File: src/rtl/req_srv_pkg.sv
// Shared definitions for the request pending server: default line count and
// the output-register state encoding.
package req_srv_pkg;

  localparam int REQ_N_DEFAULT = 4;

  typedef enum logic {
    SRV_IDLE    = 1'b0,
    SRV_PRESENT = 1'b1
  } srv_state_t;

endpackage

File: src/rtl/lowest_set_finder.sv
// Combinational lowest-set-bit finder; idx is 0 when vec is all zero.
module lowest_set_finder #(
  parameter int N     = 4,
  parameter int IDX_W = $clog2(N)
) (
  input  logic [N-1:0]     vec,
  output logic [IDX_W-1:0] idx,
  output logic             any
);

  // Scan from the top down so the lowest set index is the last assignment.
  always_comb begin
    idx = '0;
    for (int i = N - 1; i >= 0; i--) begin
      if (vec[i]) idx = IDX_W'(i);
    end
  end

  assign any = |vec;

endmodule

File: src/rtl/req_pending_server.sv
// Edge-captures request lines into pending bits and serves them one per
// handshake through a registered valid/ready output, lowest index first.
module req_pending_server
  import req_srv_pkg::*;
#(
  parameter int N     = REQ_N_DEFAULT,
  parameter int IDX_W = $clog2(N)
) (
  input  logic             clk,
  input  logic             rst_n,
  input  logic [N-1:0]     req_in,
  input  logic             clr_all,
  output logic             out_valid,
  input  logic             out_ready,
  output logic [IDX_W-1:0] out_pos,
  output logic [N-1:0]     pending,
  output logic [N-1:0]     overflow,
  output srv_state_t       dbg_state
);

  // Handshake: a position transfers on a rising edge where out_valid and
  // out_ready are both 1; out_valid/out_pos never depend on out_ready
  // combinationally, and out_pos is stable while out_valid=1 and out_ready=0.

  srv_state_t       state_q, state_d;
  logic [N-1:0]     req_q, req_d;
  logic [N-1:0]     pending_q, pending_d;
  logic [N-1:0]     overflow_q, overflow_d;
  logic [IDX_W-1:0] out_pos_q, out_pos_d;

  logic [N-1:0]     rise;
  logic [N-1:0]     load_clr;
  logic [IDX_W-1:0] low_idx;
  logic             low_any;
  logic             free;
  logic             load;

  lowest_set_finder #(
    .N     (N),
    .IDX_W (IDX_W)
  ) u_finder (
    .vec (pending_q),
    .idx (low_idx),
    .any (low_any)
  );

  assign rise = req_in & ~req_q;
  assign free = (state_q == SRV_IDLE) || out_ready;
  assign load = free && low_any;

  always_comb begin
    load_clr = '0;
    if (load) load_clr[low_idx] = 1'b1;
  end

  // State register
  always_ff @(posedge clk) begin
    if (!rst_n) begin
      state_q <= SRV_IDLE;
    end else begin
      state_q <= state_d;
    end
  end

  // Next-state logic; flush overrides everything
  always_comb begin
    state_d = state_q;
    if (clr_all) begin
      state_d = SRV_IDLE;
    end else if (free) begin
      state_d = low_any ? SRV_PRESENT : SRV_IDLE;
    end
  end

  // Output logic
  always_comb begin
    out_valid = (state_q == SRV_PRESENT);
    dbg_state = state_q;
  end

  // Datapath next values. A rise coinciding with a load of the same bit
  // re-sets it: those are two distinct events, so no overflow.
  always_comb begin
    req_d      = req_in;
    pending_d  = (pending_q & ~load_clr) | rise;
    overflow_d = overflow_q | (rise & pending_q & ~load_clr);
    out_pos_d  = load ? low_idx : out_pos_q;
    if (clr_all) begin
      pending_d  = '0;
      overflow_d = '0;
      out_pos_d  = out_pos_q;
    end
  end

  always_ff @(posedge clk) begin
    if (!rst_n) begin
      req_q      <= '0;
      pending_q  <= '0;
      overflow_q <= '0;
      out_pos_q  <= '0;
    end else begin
      req_q      <= req_d;
      pending_q  <= pending_d;
      overflow_q <= overflow_d;
      out_pos_q  <= out_pos_d;
    end
  end

  assign out_pos  = out_pos_q;
  assign pending  = pending_q;
  assign overflow = overflow_q;

endmodule

File: config.mk
export PLATFORM = sky130hd
export DESIGN_NAME = req_pending_server
export DESIGN_NICKNAME = d
export VERILOG_FILES = /design/src/rtl/req_srv_pkg.sv /design/src/rtl/lowest_set_finder.sv /design/src/rtl/req_pending_server.sv
export SDC_FILE = /design/constraint.sdc
export NUM_CORES = 1
export LEC_CHECK = 0
export ABC_AREA = 1
export ABC_CLOCK_PERIOD_IN_PS = 1450
export CORE_MARGIN = 8
export CORE_UTILIZATION = 40
export CTS_CLUSTER_DIAMETER = 120
export CTS_CLUSTER_SIZE = 20
export DETAILED_ROUTE_END_ITERATION = 16
export PLACE_DENSITY_LB_ADDON = 0.25
export SYNTH_ARGS = -nofsm -noshare
export SYNTH_HDL_FRONTEND = slang
export SYNTH_SLANG_ARGS = --single-unit
File: constraint.sdc
create_clock -name clk -period 1.45 [get_ports clk]
set_input_delay 0.2175 -clock clk [delete_from_list [all_inputs] [get_ports clk]]
set_output_delay 0.2175 -clock clk [all_outputs]
set_load 0.01 [all_outputs]
# After elaboration in Yosys (flattened, before gate mapping)
# Index checks and enable logic that the tools add are counted.
dict set report op_classes {
  order_cmp 2
  mux 8
  reduce_logical 6
  bitwise_logic 11
}
# operator n
set ops {}
lappend ops {{bitwise AND 4 bit} 4}
lappend ops {{two-way mux 2 bit} 4}
lappend ops {{NOT 4 bit} 2}
lappend ops {{bitwise OR 4 bit} 2}
lappend ops {{two-way mux 4 bit} 1}
lappend ops {{OR reduction 4 bit} 1}
lappend ops {{less-than comparator 2 x 3 -> 1 bit (second input constant)} 1}
lappend ops {{NOT 1 bit} 3}
lappend ops {{demux 1 bit (select 2 bit)} 1}
lappend ops {{greater-or-equal comparator 2 x 1 -> 1 bit (second input constant)} 1}
lappend ops {{logical AND 1 bit} 2}
lappend ops {{two-way mux 1 bit} 2}
lappend ops {{AND reduction 2 bit} 1}
lappend ops {{OR reduction 2 bit} 1}
lappend ops {{logical OR 1 bit} 1}
dict set report totals {
  wordCells 32
  inputBits 8
  regBits 15
  output_inout_bits 12
}

# Logic depth before layout (Yosys ltp)
dict set report logic_depth {
  word_depth 12
  depth_mapped 7
}

# Modules after synthesis
# A second synthesis with hierarchy kept.
dict set report unflattened {
  cells_unflattened 94
  hier_area_um2 661.9
}
# mod instances area_each_um2 cells_per_inst
set modules_own_cells {}
lappend modules_own_cells {req_pending_server 1 615.6 85}
lappend modules_own_cells {lowest_set_finder 1 46.3 9}

# Worst setup path before layout
# No wires, ideal clock.
dict set report synth_timing {
  path_kind {flip-flop to flip-flop}
  from {register pending_q[0], in the netlist pending[0]}
  to {register pending_q[3], in the netlist pending[3]}
  slack_ns 0.496
  t_arrival_ns 0.836
  setup_time_ns 0.118
  synth_period_minus_slack_ns 0.954
  path_stages_with_launch 7
  t_required_ns 1.332
  cell_sequence {dfxtp_1 -> nor2_2 -> nand2_1 -> nor2_2 -> nand2_1 -> nand2_1 -> a21oi_2}
}
dict set report synth_via {
  elab_chain_cells 9
}
# item line_no
set synth_rtl {}
lappend synth_rtl {{start: declaration} req_pending_server.sv:27} ;# logic [N-1:0] pending_q, pending_d;
lappend synth_rtl {{start signal: assignment} req_pending_server.sv:103} ;# pending_q <= pending_d;
lappend synth_rtl {{two-way mux 2 bit} lowest_set_finder.sv:15} ;# if (vec[i]) idx = IDX_W'(i);
lappend synth_rtl {{less-than comparator 2 x 3 -> 1 bit (implied by the code) / greater-or-equal comparator 2 x 1 -> 1 bit (equally long branches)} req_pending_server.sv:53} ;# if (load) load_clr[low_idx] = 1'b1;
lappend synth_rtl {{logical AND 1 bit (implied by the code)} req_pending_server.sv:53}
lappend synth_rtl {{two-way mux 1 bit (implied by the code)} req_pending_server.sv:53}
lappend synth_rtl {{demux 1 bit (select 2 bit)} req_pending_server.sv:53}
lappend synth_rtl {{two-way mux 4 bit (*)} req_pending_server.sv:53}
lappend synth_rtl {{NOT 4 bit (*)} req_pending_server.sv:85} ;# pending_d = (pending_q & ~load_clr) | rise;
lappend synth_rtl {{bitwise AND 4 bit (*)} req_pending_server.sv:85}
lappend synth_rtl {{bitwise OR 4 bit (*)} req_pending_server.sv:85}
# Mark *: on every way between the ends. The rest lies on a longest branch, timed or not.
# A chain may end at the register's enable or synchronous reset.

# Final worst setup path
dict set report layout_timing {
  from {register out_pos_q[0], in the netlist out_pos[0]}
  to {output port out_pos[0]}
}
# item line_no
set layout_rtl {}
lappend layout_rtl {{start: declaration} req_pending_server.sv:29} ;# logic [IDX_W-1:0] out_pos_q, out_pos_d;
lappend layout_rtl {{start signal: assignment} req_pending_server.sv:105} ;# out_pos_q <= out_pos_d;
lappend layout_rtl {{end: declaration} req_pending_server.sv:15} ;# output logic [IDX_W-1:0] out_pos,
# No word-level cell between the ends.

==> results.txt <==
----------------------------------------------------
[Outcome]
  Result of the run ... complete, no violations

[Worst setup path]
  Cell class contributing the biggest share of worst-path delay ... buffers and inverters
  Worst path depth ... 1
  Setup slack, reg-to-reg ... 0.40 ns
  Highest fanout seen on the critical path ... 2
  Kind of start point of the critical path ... flip-flop
  Series of cell instances along the critical path ... clkdlybuf4s50_1
  Largest stage delay on the critical path ... 0.55 ns
  Critical path required time ... 1.23 ns
  Critical Path AT ... 1.20 ns
  Worst R2R End ... pending[3]$_SDFF_PP0_
  Crit Reg-Reg Startpoint ... pending[0]$_SDFF_PP0_
  Worst Reg-to-Reg Cells ... 6
  Cell with the largest stage delay on the worst path ... clkdlybuf4s50_1
  Type of the worst setup path ... reg -> out
  CP endpoint kind ... output pin
  Buffering stage count on the worst path with inverters included ... 1

[Pwr]
  Switching Power ... 196.9 µW
  Peak ir drop on the vdd network ... 0.5690 mV
  Pwr Density ... 887.9 nW/µm²
  Combinational share of power ... 14.5%
  P_leak ... 0.4557 nW
  Clock network fraction of total power ... 29.9%
  Switching power as a share of total power ... 25.07%
  Power after layout ... 785.4 µW
  Relative contribution of sequential cells to total power ... 55.6%
  Internal ... 588.5 µW

[Placed design]
  Placed wire-length estimate ... 1.073 mm
  Cell area reported after detailed placement ... 849.6 µm²
  Placement-stage worst setup slack ... 0.1129 ns
  Final Wtd Congestion ... 0.7942
  Port-buffer cells ... 19

[GRT]
  Via count of the first global-routing pass ... 521
  Pin count of the biggest net entering global routing ... 9
  Remaining Overflow, GRT ... 0
  Global-route wire length before repair ... 2.201 mm
  Antenna violations before repair ... 0
  Total track usage ... 8.638%

[Floorplanning]
  Die footprint ... 3134 µm²
  Die Wd ... 55.98 µm
  Starting density of the core ... 42.44%
  Core region area ... 1506 µm²
  Std cell rows ... 14
  Boundary Pins ... 20
  Vert. Die Dim ... 55.98 µm

[Finish]
  Leading cell type in the layout, fill and taps excluded ... nand2_1
  Post-layout nets ... 116
  Core utilization of the finished layout ... 58.72%
  Number of fill cells in the layout ... 144
  Commonest cells after routing, fill and taps aside ... 19 x nand2_1, 17 x inv_1, 14 x dfxtp_1
  Final antenna diode count ... 0
  Final instance area ... 884.6 µm²
  Layout cells sized above 1 ... 22.43%
  Area added between synthesis and finish ... 38.36%

[Route]
  Routed length on met1 ... 605 µm
  DRC ... 0
  Met2 wire length ... 591 µm
  Avg Vias per Cell ... 4.415
  Total wirelength of the detailed-routed design ... 1.322 mm
  WL/cell ... 10.75 µm
  Total iterations of the first detailed-routing run ... 4
  Top metal layer carrying routed signals ... met4
  Detail Route Antenna Nets ... 0
  Initial detailed-routing violation count ... 1
  Detailed route wirelength on metal3 ... 97 µm
  Via total after detailed routing ... 543

[Clock tree]
  CTS buffer count ... 3
  Clock tree from TritonCTS ... yes
  Reg clk slew, reported paths ... 0.09 ns
  Buffer depth of the longest clock path ... 2
  Clock insertion delay at the later pin of the skew report ... 0.28 ns
  Clock root buffer master ... clkbuf_4
  Number of buffers inserted to repair setup after CTS ... 0
  TritonCTS sink count ... 15
  Maximum level of the CTS H-tree ... 1

[STA]
  Worst path setup slack after routing ... 0.02861 ns
  RSZ-0062 raised after global routing ... false
  Final critical-path required period ... 1.421 ns
  Worst setup skew after layout ... 0.009719 ns
  Hold violation count in the final report ... 0
  Fin Setup TNS ... 0 ns
  Maximum clock frequency ... 703.5 MHz
  Final Setup Violations ... 0
  Number of max-slew violations in the final report ... 0
  Slew margin rel. ... 87.64%
  Slew at the pin with the worst max-slew slack ... 0.1851 ns
  Fraction of the cycle the final worst path needs ... 98.03%

[Logic synthesis]
  Total of flip-flops plus latches after synthesis ... 15
  Sequential cell area fraction in the yosys report ... 46.97%
  Mapped Avg Cell Area ... 7.611 µm²
  Synth cell types ... 14
  Yosys warning count ... 0
  Post-synth net total ... 92
  Cells after Synth ... 84
  Area of the mapped netlist ... 639.4 µm²

[Hold path]
  End of the worst hold path ... overflow[2]$_SDFF_PP0_
  Hold_sp ... overflow[2]$_SDFF_PP0_
  Worst min path class ... reg -> reg
  Hold-critical path depth ... 2

[Run]
  Reported max-cap violation count ... 0

----------------------------------------------------
-- worst register-to-register path, delay by kind of cell, from the launching register on --
family          cells  cell delay (ns)
simple gates        5             0.53
flops               1             0.36
compound gates      1             0.05
-- power by group through the flow --
stage,Clock [mW],Combinational (mW),Sequential [mW]
2_1_floorplan,0,0.0584,0.450
3_3_place_gp,0,0.116,0.446
3_5_place_dp,0,0.118,0.447
4_1_cts,0.240,0.117,0.437
5_1_grt,0.252,0.126,0.439
6_report,0.235,0.114,0.437
-- flip-flops by register name, indices dropped and copies added, names as in the netlist --
name and cells:
dbg_state 1, out_pos 2, req_q 4, pending 4, overflow 4
-- final cells by class --
cell class | instances | area [µm²] | area share [%]
Tap cell | 16 | 20.02 | 2.263
Sequential cell | 15 | 301.5 | 34.09
Inverter | 20 | 75.07 | 8.487
Multi-Input combinational cell | 48 | 256.5 | 29.00
Clock buffer | 4 | 26.28 | 2.970
Timing Repair Buffer | 20 | 205.2 | 23.20
-- how the worst max path moves through the flow --
stage / endpoint / from / slack, ns
2_1_floorplan: pending[3]$_SDFF_PP0_ / pending[0]$_SDFF_PP0_ / 0.50
3_3_place_gp: pending[3]$_SDFF_PP0_ / out_ready / 0.15
3_5_place_dp: pending[3]$_SDFF_PP0_ / out_ready / 0.11
4_1_cts: pending[1] / pending[1]$_SDFF_PP0_ / 0.009
5_1_grt: out_pos[0] / out_pos[0]$_SDFFE_PN0P_ / 0.007
6_report: out_pos[0] / out_pos[0]$_SDFFE_PN0P_ / 0.03
-- layer usage --
metal,vias up,GRT usage (%)
met2,14,13.00
li1,293,-
met5,-,0
met3,4,4.566
met1,232,9.326
met4,0,5.155
-- cells by family after synthesis --
kind of cell	after synthesis	synth area share [%]
AND/OR/NAND/NOR	36	25.63
buffers and inverters	21	12.92
flip-flops	15	46.97
AO/OA/AOI/OAI	12	14.48
-- through the flow --
| step | hold WS [ns] | cells |
|---|---|---|
| final | 0.4606 | 123 |
| after global routing | 0.4822 | 123 |
| after CTS | 0.4625 | 123 |
| after detailed placement | 0.4486 | 119 |
| after global placement | 0.4473 | 119 |
| after floorplan | 0.3110 | 84 |
-- synthesized netlist by cell type --
cell,n,area [µm²]
a21oi_1,2,10.01
a21oi_2,8,70.07
buf_4,1,7.510
dfxtp_1,15,300.3
inv_1,17,63.81
inv_2,3,11.26
nand2_1,19,71.32
nand2_2,3,18.77
nand3_1,3,15.01
nor2_1,6,22.52
nor2_2,4,25.02
nor2_4,1,11.26
o21a_1,1,7.510
o21ai_0,1,5.000
-- timing repair --
action	CTS	global route
hold buffers	0	0
setup endpoints to repair	3	4
gates resized for setup	3	4
cloned	0	0
Note: power is estimated with default switching activity, not from simulation.
==> RTL change (config.mk and constraints unchanged) <==
Set the package constant `REQ_N_DEFAULT` to 8 (it was 4).
--- a/src/rtl/req_srv_pkg.sv
+++ b/src/rtl/req_srv_pkg.sv
@@ -2,7 +2,7 @@
 // the output-register state encoding.
 package req_srv_pkg;
 
-  localparam int REQ_N_DEFAULT = 4;
+  localparam int REQ_N_DEFAULT = 8;
 
   typedef enum logic {
     SRV_IDLE    = 1'b0,
Interface: changed (resized out_pos, overflow, pending and req_in); port bits go from 20 to 33. The function was not compared with the original's and may differ.
==> RTL change against the original RTL <==
Final area is 83% higher; non-clock buffer count is 15 higher; sequential cell count rose by 13; hold slack lost 0.047 ns; clock power is 37% higher; largest power group unchanged; wire length increased by 98%; via count up 89%; critical path type is now reg -> reg; power rose by 81%; sequential power increased by 90%; final cell count rose by 89%; die area up 59%; worst setup slack improved by 0.070 ns; core utilization is 4.0 points lower; highest routed layer unchanged; area after synthesis increased by 86%.
==> RTL change: results (changes against the original RTL) <==
| Metric | Value |
|---|---|
| Setup slack, reg-to-reg | `0.1 ns (-0.30 ns)` |
| Skew final | `0.00997 ns (+0.000252 ns)` |
| Root Buffer | `clkbuf_4` |
| CTS resizes | `23 (+20)` |
| DR pass1 iterations | `2 (-2)` |
| Overall Global Routing Usage | `10.8% (+2.2 points)` |
| Min-Delay Path Class | `in -> reg` |
| P_seq | `0.000829 W (+90%)` |
| Register area share after synthesis | `47.0% (about the same)` |
| Hold path depth | `3 (+1)` |
| Area contributors post-synth | `dfxtp_1 (47%), inv_1 (12%), nand2_1 (9.8%)` |
| Worst-Margin Slew | `0.346 ns (+0.161 ns)` |
| Worst hold margin | `0.413 ns (-0.0472 ns)` |
| HP Start | `req_in[0]` |
| Syn nets | `178 (+93%)` |
| Reg2Reg Depth | `8 (+2)` |
| Crit-path slowest cell | `dfxtp_2` |
| Post-DP HPWL | `2.02 mm (+88%)` |
| Commonest cells post-synth | `inv_1 (39), nand2_1 (31), dfxtp_1 (28), a21oi_1 (17), nor2_1 (17)` |
| Post-CTS Setup Bufs | `0 (unchanged)` |
| Setup Slack @ Placement | `-0.0906 ns (-0.203 ns)` |
| Reg clk slew, reported paths | `0.15 ns (+0.06 ns)` |
| Vias post-DR | `1025 (+89%)` |
| Vias in the first global route | `984 (+89%)` |
| Placed Area | `0.00156 mm² (+83%)` |
| Final WL | `2.62 mm (+98%)` |
| Total combinational power | `0.000272 W (+140%)` |
| CTS Buf Count | `3 (unchanged)` |
| Leak | `0.898 nW (+97%)` |
| Capturing point of the worst reg2reg path | `pending[7]` |
| First-pass GRT wire length | `4.38 mm (+99%)` |
| Worst path max stage delay | `0.38 ns (-0.17 ns)` |
| Switch share | `28.3% (+3.2 points)` |
| # port buffers | `32 (+13)` |
| Worst Hold End | `req_q[0]` |
| Pin count of the biggest net entering global routing | `18 (+9)` |
| Power in the clock group | `0.000321 W (+37%)` |
| Nets | `214 (+84%)` |
| Clk_lat worst skew | `0.33 ns (+0.05 ns)` |
| Maximum VDD drop | `597 µV (+5.0%)` |
| RePlAce Congestion | `0.941 (+18%)` |
| Fraction of layout instances using a drive strength above 1 | `17.0% (-5.4 points)` |
| Initial DRC Count | `30 (+29)` |
| FF-to-FF Start | `pending[3]` |
| CP Max Fanout | `4 (+2)` |
| Status | `complete, no violations` |
| Unique masters post-synth | `25 (+11)` |
## RTL change: cell count changes in the layout (fill, tap and decap cells not counted), sizes merged, moves of 8 or more
| cell | change |
|---|---|
| nor2 | +8 |
| nand2 | +11 |
| dlygate4sd2 | +12 |
| inv | +22 |
| a21oi | +10 |
| dfxtp | +13 |
## RTL change: routing by layer
metal | vias to the layer above | share of wire, % | global-route usage, %
met2 | 20 | 46 | 16.8
li1 | 567 | - | -
met4 | 0 | 2.4 | 6.24
met3 | 6 | 5.5 | 3.53
met5 | - | 0 | 0
met1 | 432 | 46 | 12.7
## RTL change: critical path: cells and delay by family (launching register included)
family / cells / cell delay (ns)
simple gates: 6 / 0.65
compound gates: 1 / 0.14
flops: 1 / 0.38
buf+inv: 1 / 0.08
## RTL change: how the worst max path moves through the flow
| stage | startpoint | to | slack (ns) |
|---|---|---|---|
| finish | pending[3] | pending[7] | 0.1 |
| global route | pending[3] | pending[7] | -0.03 |
| CTS | overflow[0] | overflow[0] | 0.001 |
| detailed placement | out_ready | overflow[1] | -0.09 |
| global placement | out_ready | overflow[1] | -0.06 |
| floorplan | pending[6] | pending[4] | 0.20 |
## RTL change: cell type report
type,count,area (µm²)
clock buffer,3,22.5
fill,278,1340
inverter,42,158
multi-input combinational,92,478
sequential,28,573
tap,33,41.3
timing repair buffer,35,343
## RTL change: kinds of logic after synthesis
group | after synthesis | share of synthesized area [%]
DFF | 28 | 47.0
AOI/OAI and AO/OA | 29 | 14.6
and+or+nand+nor | 63 | 23.4
buffers and inverters | 46 | 15.0
## RTL change: through the flow
stage	utilization, %	std cells
after floorplan	-	166
after global placement	52.7	230
after detailed placement	52.7	230
after CTS	53.3	233
after global routing	54.7	233
final	54.7	233
